**src/rtl/ts_os_receiver_if.sv**
```systemverilog
// Decoded-symbol stream of one lane as it arrives from the 8b/10b decoder.
// The decoder side uses the master modport and the TS/OS receiver uses the slave modport.
interface ts_os_receiver_if;
  logic       rx_valid_i;
  logic [7:0] rx_data_i;
  logic       rx_datak_i;

  modport master (output rx_valid_i, output rx_data_i, output rx_datak_i);
  modport slave  (input  rx_valid_i, input  rx_data_i, input  rx_datak_i);
endinterface

```
**src/rtl/ts_os_receiver.sv**
```systemverilog
// TS1/TS2 ordered-set receiver: parses one lane, reports fields and consecutive-match count.
// Optional macro TS_INVERSION_DETECT_EN accepts polarity-inverted IDs and flags rx_inverted_o.
//
// state      | meaning
// -----------+---------------------------------------------------------
// ST_HUNT    | waiting for COM; non-COM symbols are ignored silently
// ST_COLLECT | gathering symbols 1..15 of a set, idx = next symbol index
module ts_os_receiver #(
  parameter int CNT_W        = 4,
  parameter int MATCH_TARGET = 8
) (
  input  logic             clk_i,
  input  logic             rst_i,
  ts_os_receiver_if.slave  rx,
  input  logic             ts_cnt_clr_i,
  output logic             ts_valid_o,
  output logic             ts_type_o,
  output logic [7:0]       ts_link_o,
  output logic             ts_link_pad_o,
  output logic [7:0]       ts_lane_o,
  output logic             ts_lane_pad_o,
  output logic [7:0]       ts_nfts_o,
  output logic [7:0]       ts_rate_o,
  output logic [7:0]       ts_ctrl_o,
  output logic [CNT_W-1:0] ts_consec_cnt_o,
  output logic             ts_target_met_o,
  output logic             ts_err_o,
  output logic             rx_inverted_o
);

  localparam logic [7:0] SYM_COM = 8'hBC;
  localparam logic [7:0] SYM_PAD = 8'hF7;
  localparam logic [7:0] ID_TS1  = 8'h4A;
  localparam logic [7:0] ID_TS2  = 8'h45;
`ifdef TS_INVERSION_DETECT_EN
  localparam logic [7:0] ID_TS1_INV = 8'hB5;
  localparam logic [7:0] ID_TS2_INV = 8'hBA;
`endif
  localparam logic [CNT_W:0] TARGET = (CNT_W+1)'(MATCH_TARGET);

  typedef enum logic {ST_HUNT, ST_COLLECT} state_t;

  state_t     state;
  logic [3:0] idx;
  logic [7:0] set_id;
  logic       set_type;
  logic [7:0] link_s, lane_s, nfts_s, rate_s, ctrl_s;
  logic       link_pad_s, lane_pad_s;

  logic       ref_valid, ref_type, ref_link_pad, ref_lane_pad;
  logic [7:0] ref_link, ref_lane, ref_rate, ref_ctrl;

  logic is_com, id_ok, id_ts2, sym_ok, complete, match;
`ifdef TS_INVERSION_DETECT_EN
  logic id_inv, set_inv;
`endif

  always_comb begin
    is_com = rx.rx_datak_i && (rx.rx_data_i == SYM_COM);
    id_ok  = 1'b0;
    id_ts2 = 1'b0;
`ifdef TS_INVERSION_DETECT_EN
    id_inv = 1'b0;
`endif
    if (!rx.rx_datak_i) begin
      case (rx.rx_data_i)
        ID_TS1:     id_ok = 1'b1;
        ID_TS2:     begin id_ok = 1'b1; id_ts2 = 1'b1; end
`ifdef TS_INVERSION_DETECT_EN
        ID_TS1_INV: begin id_ok = 1'b1; id_inv = 1'b1; end
        ID_TS2_INV: begin id_ok = 1'b1; id_ts2 = 1'b1; id_inv = 1'b1; end
`endif
        default:    id_ok = 1'b0;
      endcase
    end

    case (idx)
      4'd1, 4'd2:       sym_ok = !rx.rx_datak_i || (rx.rx_data_i == SYM_PAD);
      4'd3, 4'd4, 4'd5: sym_ok = !rx.rx_datak_i;
      4'd6:             sym_ok = id_ok;
      default:          sym_ok = !rx.rx_datak_i && (rx.rx_data_i == set_id);
    endcase

    complete = (state == ST_COLLECT) && rx.rx_valid_i && !is_com && sym_ok && (idx == 4'd15);

    // N_FTS is deliberately left out of the identity check.
    match = ref_valid && (ref_type == set_type) &&
            (ref_link == link_s) && (ref_link_pad == link_pad_s) &&
            (ref_lane == lane_s) && (ref_lane_pad == lane_pad_s) &&
            (ref_rate == rate_s) && (ref_ctrl == ctrl_s);
  end

  assign ts_target_met_o = ({1'b0, ts_consec_cnt_o} >= TARGET);

  always_ff @(posedge clk_i) begin
    if (rst_i) begin
      state           <= ST_HUNT;
      idx             <= 4'd0;
      set_id          <= 8'h00;
      set_type        <= 1'b0;
      link_s          <= 8'h00;
      lane_s          <= 8'h00;
      nfts_s          <= 8'h00;
      rate_s          <= 8'h00;
      ctrl_s          <= 8'h00;
      link_pad_s      <= 1'b0;
      lane_pad_s      <= 1'b0;
      ref_valid       <= 1'b0;
      ref_type        <= 1'b0;
      ref_link        <= 8'h00;
      ref_link_pad    <= 1'b0;
      ref_lane        <= 8'h00;
      ref_lane_pad    <= 1'b0;
      ref_rate        <= 8'h00;
      ref_ctrl        <= 8'h00;
      ts_valid_o      <= 1'b0;
      ts_type_o       <= 1'b0;
      ts_link_o       <= 8'h00;
      ts_link_pad_o   <= 1'b0;
      ts_lane_o       <= 8'h00;
      ts_lane_pad_o   <= 1'b0;
      ts_nfts_o       <= 8'h00;
      ts_rate_o       <= 8'h00;
      ts_ctrl_o       <= 8'h00;
      ts_consec_cnt_o <= '0;
      ts_err_o        <= 1'b0;
`ifdef TS_INVERSION_DETECT_EN
      set_inv         <= 1'b0;
      rx_inverted_o   <= 1'b0;
`endif
    end else begin
      ts_valid_o <= 1'b0;
      ts_err_o   <= 1'b0;

      if (rx.rx_valid_i) begin
        case (state)
          ST_HUNT: begin
            if (is_com) begin
              state <= ST_COLLECT;
              idx   <= 4'd1;
            end
          end
          ST_COLLECT: begin
            if (is_com) begin
              // resync onto the new COM rather than hunting for the next one
              ts_err_o <= 1'b1;
              idx      <= 4'd1;
            end else if (!sym_ok) begin
              ts_err_o <= 1'b1;
              state    <= ST_HUNT;
              idx      <= 4'd0;
            end else begin
              case (idx)
                4'd1: begin link_s <= rx.rx_data_i; link_pad_s <= rx.rx_datak_i; end
                4'd2: begin lane_s <= rx.rx_data_i; lane_pad_s <= rx.rx_datak_i; end
                4'd3: nfts_s <= rx.rx_data_i;
                4'd4: rate_s <= rx.rx_data_i;
                4'd5: ctrl_s <= rx.rx_data_i;
                4'd6: begin
                  set_id   <= rx.rx_data_i;
                  set_type <= id_ts2;
`ifdef TS_INVERSION_DETECT_EN
                  set_inv  <= id_inv;
`endif
                end
                default: ;
              endcase
              if (idx == 4'd15) begin
                state         <= ST_HUNT;
                idx           <= 4'd0;
                ts_valid_o    <= 1'b1;
                ts_type_o     <= set_type;
                ts_link_o     <= link_s;
                ts_link_pad_o <= link_pad_s;
                ts_lane_o     <= lane_s;
                ts_lane_pad_o <= lane_pad_s;
                ts_nfts_o     <= nfts_s;
                ts_rate_o     <= rate_s;
                ts_ctrl_o     <= ctrl_s;
              end else begin
                idx <= idx + 4'd1;
              end
            end
          end
          default: state <= ST_HUNT;
        endcase
      end

      // a clear coinciding with a completion still adopts the new set as reference
      if (complete) begin
        ref_valid    <= 1'b1;
        ref_type     <= set_type;
        ref_link     <= link_s;
        ref_link_pad <= link_pad_s;
        ref_lane     <= lane_s;
        ref_lane_pad <= lane_pad_s;
        ref_rate     <= rate_s;
        ref_ctrl     <= ctrl_s;
        if (ts_cnt_clr_i || !match)
          ts_consec_cnt_o <= CNT_W'(1);
        else if (!(&ts_consec_cnt_o))
          ts_consec_cnt_o <= ts_consec_cnt_o + CNT_W'(1);
`ifdef TS_INVERSION_DETECT_EN
        if (set_inv)
          rx_inverted_o <= 1'b1;
`endif
      end else if (ts_cnt_clr_i) begin
        ref_valid       <= 1'b0;
        ts_consec_cnt_o <= '0;
      end
    end
  end

`ifndef TS_INVERSION_DETECT_EN
  assign rx_inverted_o = 1'b0;
`endif

endmodule

```
**src/flat_wrapper.sv**
```systemverilog
// flat-port wrapper written by rule: the top's interface ports become plain ports
module ts_os_receiver_flat 
#(
  parameter int CNT_W        = 4,
  parameter int MATCH_TARGET = 8
)
  (clk_i, rst_i, ts_cnt_clr_i, ts_valid_o, ts_type_o, ts_link_o, ts_link_pad_o, ts_lane_o, ts_lane_pad_o, ts_nfts_o, ts_rate_o, ts_ctrl_o, ts_consec_cnt_o, ts_target_met_o, ts_err_o, rx_inverted_o, rx_rx_valid_i, rx_rx_data_i, rx_rx_datak_i);
  ts_os_receiver_if rx_i ();
  input  logic clk_i;
  input  logic rst_i;
  input  logic ts_cnt_clr_i;
  output logic ts_valid_o;
  output logic ts_type_o;
  output logic [7:0] ts_link_o;
  output logic ts_link_pad_o;
  output logic [7:0] ts_lane_o;
  output logic ts_lane_pad_o;
  output logic [7:0] ts_nfts_o;
  output logic [7:0] ts_rate_o;
  output logic [7:0] ts_ctrl_o;
  output logic [CNT_W-1:0] ts_consec_cnt_o;
  output logic ts_target_met_o;
  output logic ts_err_o;
  output logic rx_inverted_o;
  input wire logic [$bits(rx_i.rx_valid_i)-1:0] rx_rx_valid_i;
  input wire logic [$bits(rx_i.rx_data_i)-1:0] rx_rx_data_i;
  input wire logic [$bits(rx_i.rx_datak_i)-1:0] rx_rx_datak_i;
  assign rx_i.rx_valid_i = rx_rx_valid_i;
  assign rx_i.rx_data_i = rx_rx_data_i;
  assign rx_i.rx_datak_i = rx_rx_datak_i;
  ts_os_receiver #(.CNT_W(CNT_W), .MATCH_TARGET(MATCH_TARGET)) u_core (.clk_i(clk_i), .rst_i(rst_i), .rx(rx_i), .ts_cnt_clr_i(ts_cnt_clr_i), .ts_valid_o(ts_valid_o), .ts_type_o(ts_type_o), .ts_link_o(ts_link_o), .ts_link_pad_o(ts_link_pad_o), .ts_lane_o(ts_lane_o), .ts_lane_pad_o(ts_lane_pad_o), .ts_nfts_o(ts_nfts_o), .ts_rate_o(ts_rate_o), .ts_ctrl_o(ts_ctrl_o), .ts_consec_cnt_o(ts_consec_cnt_o), .ts_target_met_o(ts_target_met_o), .ts_err_o(ts_err_o), .rx_inverted_o(rx_inverted_o));
endmodule
```
**config.mk**
```make
export PLATFORM = sky130hd
export DESIGN_NAME = ts_os_receiver_flat
export DESIGN_NICKNAME = d
export VERILOG_FILES = /design/src/rtl/ts_os_receiver_if.sv /design/src/rtl/ts_os_receiver.sv /design/src/flat_wrapper.sv
export SDC_FILE = /design/constraint.sdc
export NUM_CORES = 1
export LEC_CHECK = 0
export CORE_MARGIN = 2
export CORE_UTILIZATION = 60
export DETAILED_ROUTE_END_ITERATION = 10
export PLACE_DENSITY = 0.84
export SETUP_SLACK_MARGIN = 0.1
export SYNTH_ARGS = -nofsm -noshare
export SYNTH_HDL_FRONTEND = slang
export SYNTH_SLANG_ARGS = --single-unit
```
**constraint.sdc**
```tcl
create_clock -name clk_i -period 4.07 [get_ports clk_i]
set_input_delay 0.814 -clock clk_i [delete_from_list [all_inputs] [get_ports clk_i]]
set_output_delay 0.814 -clock clk_i [all_outputs]
set_load 0.005 [all_outputs]
```
==> impl_summary.txt <==
----------------------------------------------------
[STA]
  Final period demand of the worst path ... 3.06 ns
  Worst slew pin tran ... 0.810 ns
  Fmax ... 326 MHz
  Number of endpoints failing setup at the final stage ... 0
  Crit share post-route ... 0.753
  Clock skew ... 0.00908 ns
  Setup repair after global routing missed its margin ... false
  Number of pins exceeding their max-slew limit in the final report ... 0
  Max-slew headroom at the worst pin ... 0.460
  Final-report hold violation count ... 0
  Final sum of negative setup slack ... 0 ns

[Synth]
  Count of state elements after synthesis ... 141
  Number of standard cells after synthesis ... 651
  Primary flip-flop cell chosen by synthesis mapping ... sky130_fd_sc_hd__dfxtp_1
  Avg Synthesized Cell Area ... 9.19 um2
  Proportion of synthesized chip area in sequential cells ... 0.472
  Summed instance area of the synthesized netlist ... 5980 um2
  Yosys warning count ... 0
  Unique cell type count in the Yosys netlist ... 58
  Share of synthesized flip-flops with an asynchronous set or reset ... 0
  EDFF count, synth ... 0
  Post-synth net total ... 670

[GRT]
  Pin count of the biggest net entering global routing ... 78
  Global routing met3 resource utilization ... 0.0721
  Wire length of the first global-routing pass ... 23500 um
  Global routing usage on met2 ... 0.457
  Vias in the first global route ... 4861
  Busiest layer in global routing ... met2
  Global Route met1 Usage ... 0.326
  GRT Util Overall ... 0.271
  Number of antenna violations at the first check in global routing ... 0
  GRT Residual Overflow ... 0

[Layout]
  Layout cell share with drive strength beyond 1 ... 0.120
  Most frequent standard cell in the layout excluding fill and tap cells ... sky130_fd_sc_hd__dfxtp_1
  Leading cell types in the layout, fill and taps excluded ... sky130_fd_sc_hd__dfxtp_1, sky130_fd_sc_hd__nand2_1, sky130_fd_sc_hd__a21oi_1
  Area growth from synthesis to layout ... 21.1%
  Nets ... 728
  Antenna Cells ... 0

[Clocking]
  Buffer depth of the longest clock path ... 2
  Clock Sink Count ... 141
  Clock insertion delay at the later pin of the skew report ... 0.53 ns
  Clock slew at reported path FFs ... 0.06 ns
  Post-cts hold buffer count ... 0
  Number of levels the H-tree was split into ... 4
  Clk root buf ... sky130_fd_sc_hd__clkbuf_8
  Quantity of gates resized following cts ... 0
  TritonCTS clock tree ... yes
  Number of buffers inserted during clock tree synthesis ... 17
  Number of setup buffers added after CTS ... 0

[Worst setup path]
  Endpoint of the lowest-slack register-to-register path ... u_core.ctrl_s[0]
  Delay of the slowest critical-path stage ... 0.62 ns
  Reg-to-reg critical path startpoint ... u_core.idx[0]
  Reg2Reg Setup Slack ... 1.08 ns
  Worst path bufs/invs ... 2
  Maximum net fanout on the critical path ... 8
  Critical-path top delay cell ... sky130_fd_sc_hd__or4b_4
  Critical Path Sink Type ... flip-flop
  Cells on worst reg2reg path ... 9
  Cells traversed along the worst timing path ... clkdlybuf4s50_1, or4b_4, o32ai_4, buf_4, o2111ai_2, mux2i_1, nor2_1
  WS Path Type ... in2reg
  Worst Setup Start Kind ... primary input
  CP top delay family ... compound AO/OA/AOI/OAI gates
  Data arrival, critical path ... 3.45 ns
  Required arrival time at the worst endpoint ... 4.45 ns

[Pwr]
  Total power ... 2.87 mW
  P per Cell Area ... 396 nW/um2
  IR Drop Worst-Case VDD ... 0.000297 V
  Leakage power ... 3.27 nW

[Place]
  Placer congestion estimate ... 0.886
  Half-perimeter wire length of the detailed placement result ... 9290 um
  Port Buffers ... 62

[Route]
  Drt wl/cell ... 16.7 um
  ANT nets after route ... 0
  DR iter-0 viols ... 290
  Number of vias per cell after detailed routing ... 5.67
  Sum of routed wire length over all layers ... 14300 um
  Detailed-route via count ... 4846
  Drt drc ... 0
  Detailed-routing iteration count for the pre-antenna-repair pass ... 5

[Floorplanning]
  Die footprint ... 10800 um2
  Die extent in x ... 104 um
  Area of the core region ... 9730 um2
  Cell Rows ... 36
  Die height ... 104 um
  Ports ... 64
  Initial standard-cell utilization of the core ... 0.615

[Worst hold path]
  Worst Hold Path EP ... u_core.ts_link_o[2]
  Beginning of the worst hold path ... u_core.ts_link_o[2]
  Path type of the worst min-delay path ... reg2reg
  Hold Path Cell Cnt ... 2

[Outcome]
  Outcome ... completed

[Flow run]
  Max-capacitance violation count ... 0

----------------------------------------------------
-- Yosys cell counts, drive strengths merged (5+ instances only) --
| master | n | area, um2 |
|---|---|---|
| a21oi | 84 | 469 |
| mux2i | 51 | 510 |
| o21ai | 8 | 43.8 |
| nor2 | 62 | 233 |
| and3 | 9 | 61.3 |
| nor4 | 8 | 50.1 |
| inv | 6 | 22.5 |
| xnor2 | 6 | 52.6 |
| ha | 6 | 75.1 |
| buf | 21 | 153 |
| dfxtp | 141 | 2820 |
| o2111ai | 5 | 62.6 |
| xor2 | 37 | 324 |
| clkbuf | 22 | 82.6 |
| nand4 | 6 | 37.5 |
| nand2 | 133 | 574 |
-- worst min-delay path: stages, from the launching register on --
cell and delay [ns]:
sky130_fd_sc_hd__dfxtp_1 0.31, sky130_fd_sc_hd__nand2_1 0.05, sky130_fd_sc_hd__a21oi_1 0.05
-- where the power goes --
| group | switching [mW] | internal [mW] |
|---|---|---|
| combinational | 0.0517 | 0.0245 |
| sequential | 0.0000250 | 1.38 |
| clock | 0.599 | 0.811 |
| total | 0.651 | 2.22 |
-- layer usage --
metal,wire [um],vias to the layer above
met5,0,-
met4,386,0
met3,790,38
met2,7040,167
met1,6070,2324
li1,-,2317
-- stage by stage --
stage	util	cells	cell area (um2)	worst slack [ns]	hold slack, ns
final	0.745	855	7250	1.01	0.452
after global routing	0.745	855	7250	0.856	0.475
after CTS	0.745	855	7250	1.06	0.455
after detailed placement	0.689	823	6710	0.551	0.446
after global placement	0.689	823	6710	0.606	0.439
after floorplan	-	651	5980	1.28	0.436
-- cells by family after synthesis --
family	Yosys count	share of synthesized area
flops	141	0.472
mux	52	0.0872
xor+xnor	43	0.0629
compound gates	112	0.128
fa+ha+maj	6	0.0125
other cells	1	0.000627
buf+inv	50	0.0437
simple gates	246	0.193
-- registers in the layout, indices dropped and copies added, names as in the netlist, 8 cells and up --
name              cells
u_core.set_id         8
u_core.ts_lane_o      8
u_core.nfts_s         8
u_core.ref_rate       8
u_core.link_s         8
u_core.ts_ctrl_o      8
u_core.ref_link       8
u_core.ts_nfts_o      8
u_core.ts_link_o      8
u_core.lane_s         8
u_core.ctrl_s         8
u_core.ref_ctrl       8
u_core.rate_s         8
u_core.ref_lane       8
u_core.ts_rate_o      8
-- layout make-up --
cell class / count / area, um2
sequential: 141 / 2820
fill: 674 / 2480
inverter: 7 / 26.3
clock buffer: 19 / 422
tap: 133 / 166
multi-input combinational: 460 / 2900
timing repair buffer: 82 / 793
clock inverter: 13 / 116
-- worst max-delay path by stage --
stage               cells past startpoint            start                  to
floorplan                               6  rx_rx_data_i[5]       u_core.idx[0]
global placement                        9  rx_rx_data_i[1]  u_core.ref_lane[7]
detailed placement                      7  rx_rx_data_i[4]    u_core.ctrl_s[0]
CTS                                     7  rx_rx_data_i[4]    u_core.ctrl_s[0]
global route                           10  rx_rx_data_i[6]  u_core.ref_ctrl[4]
finish                                  7  rx_rx_data_i[4]    u_core.ctrl_s[0]
No activity file was read; power rests on OpenSTA's default activity.
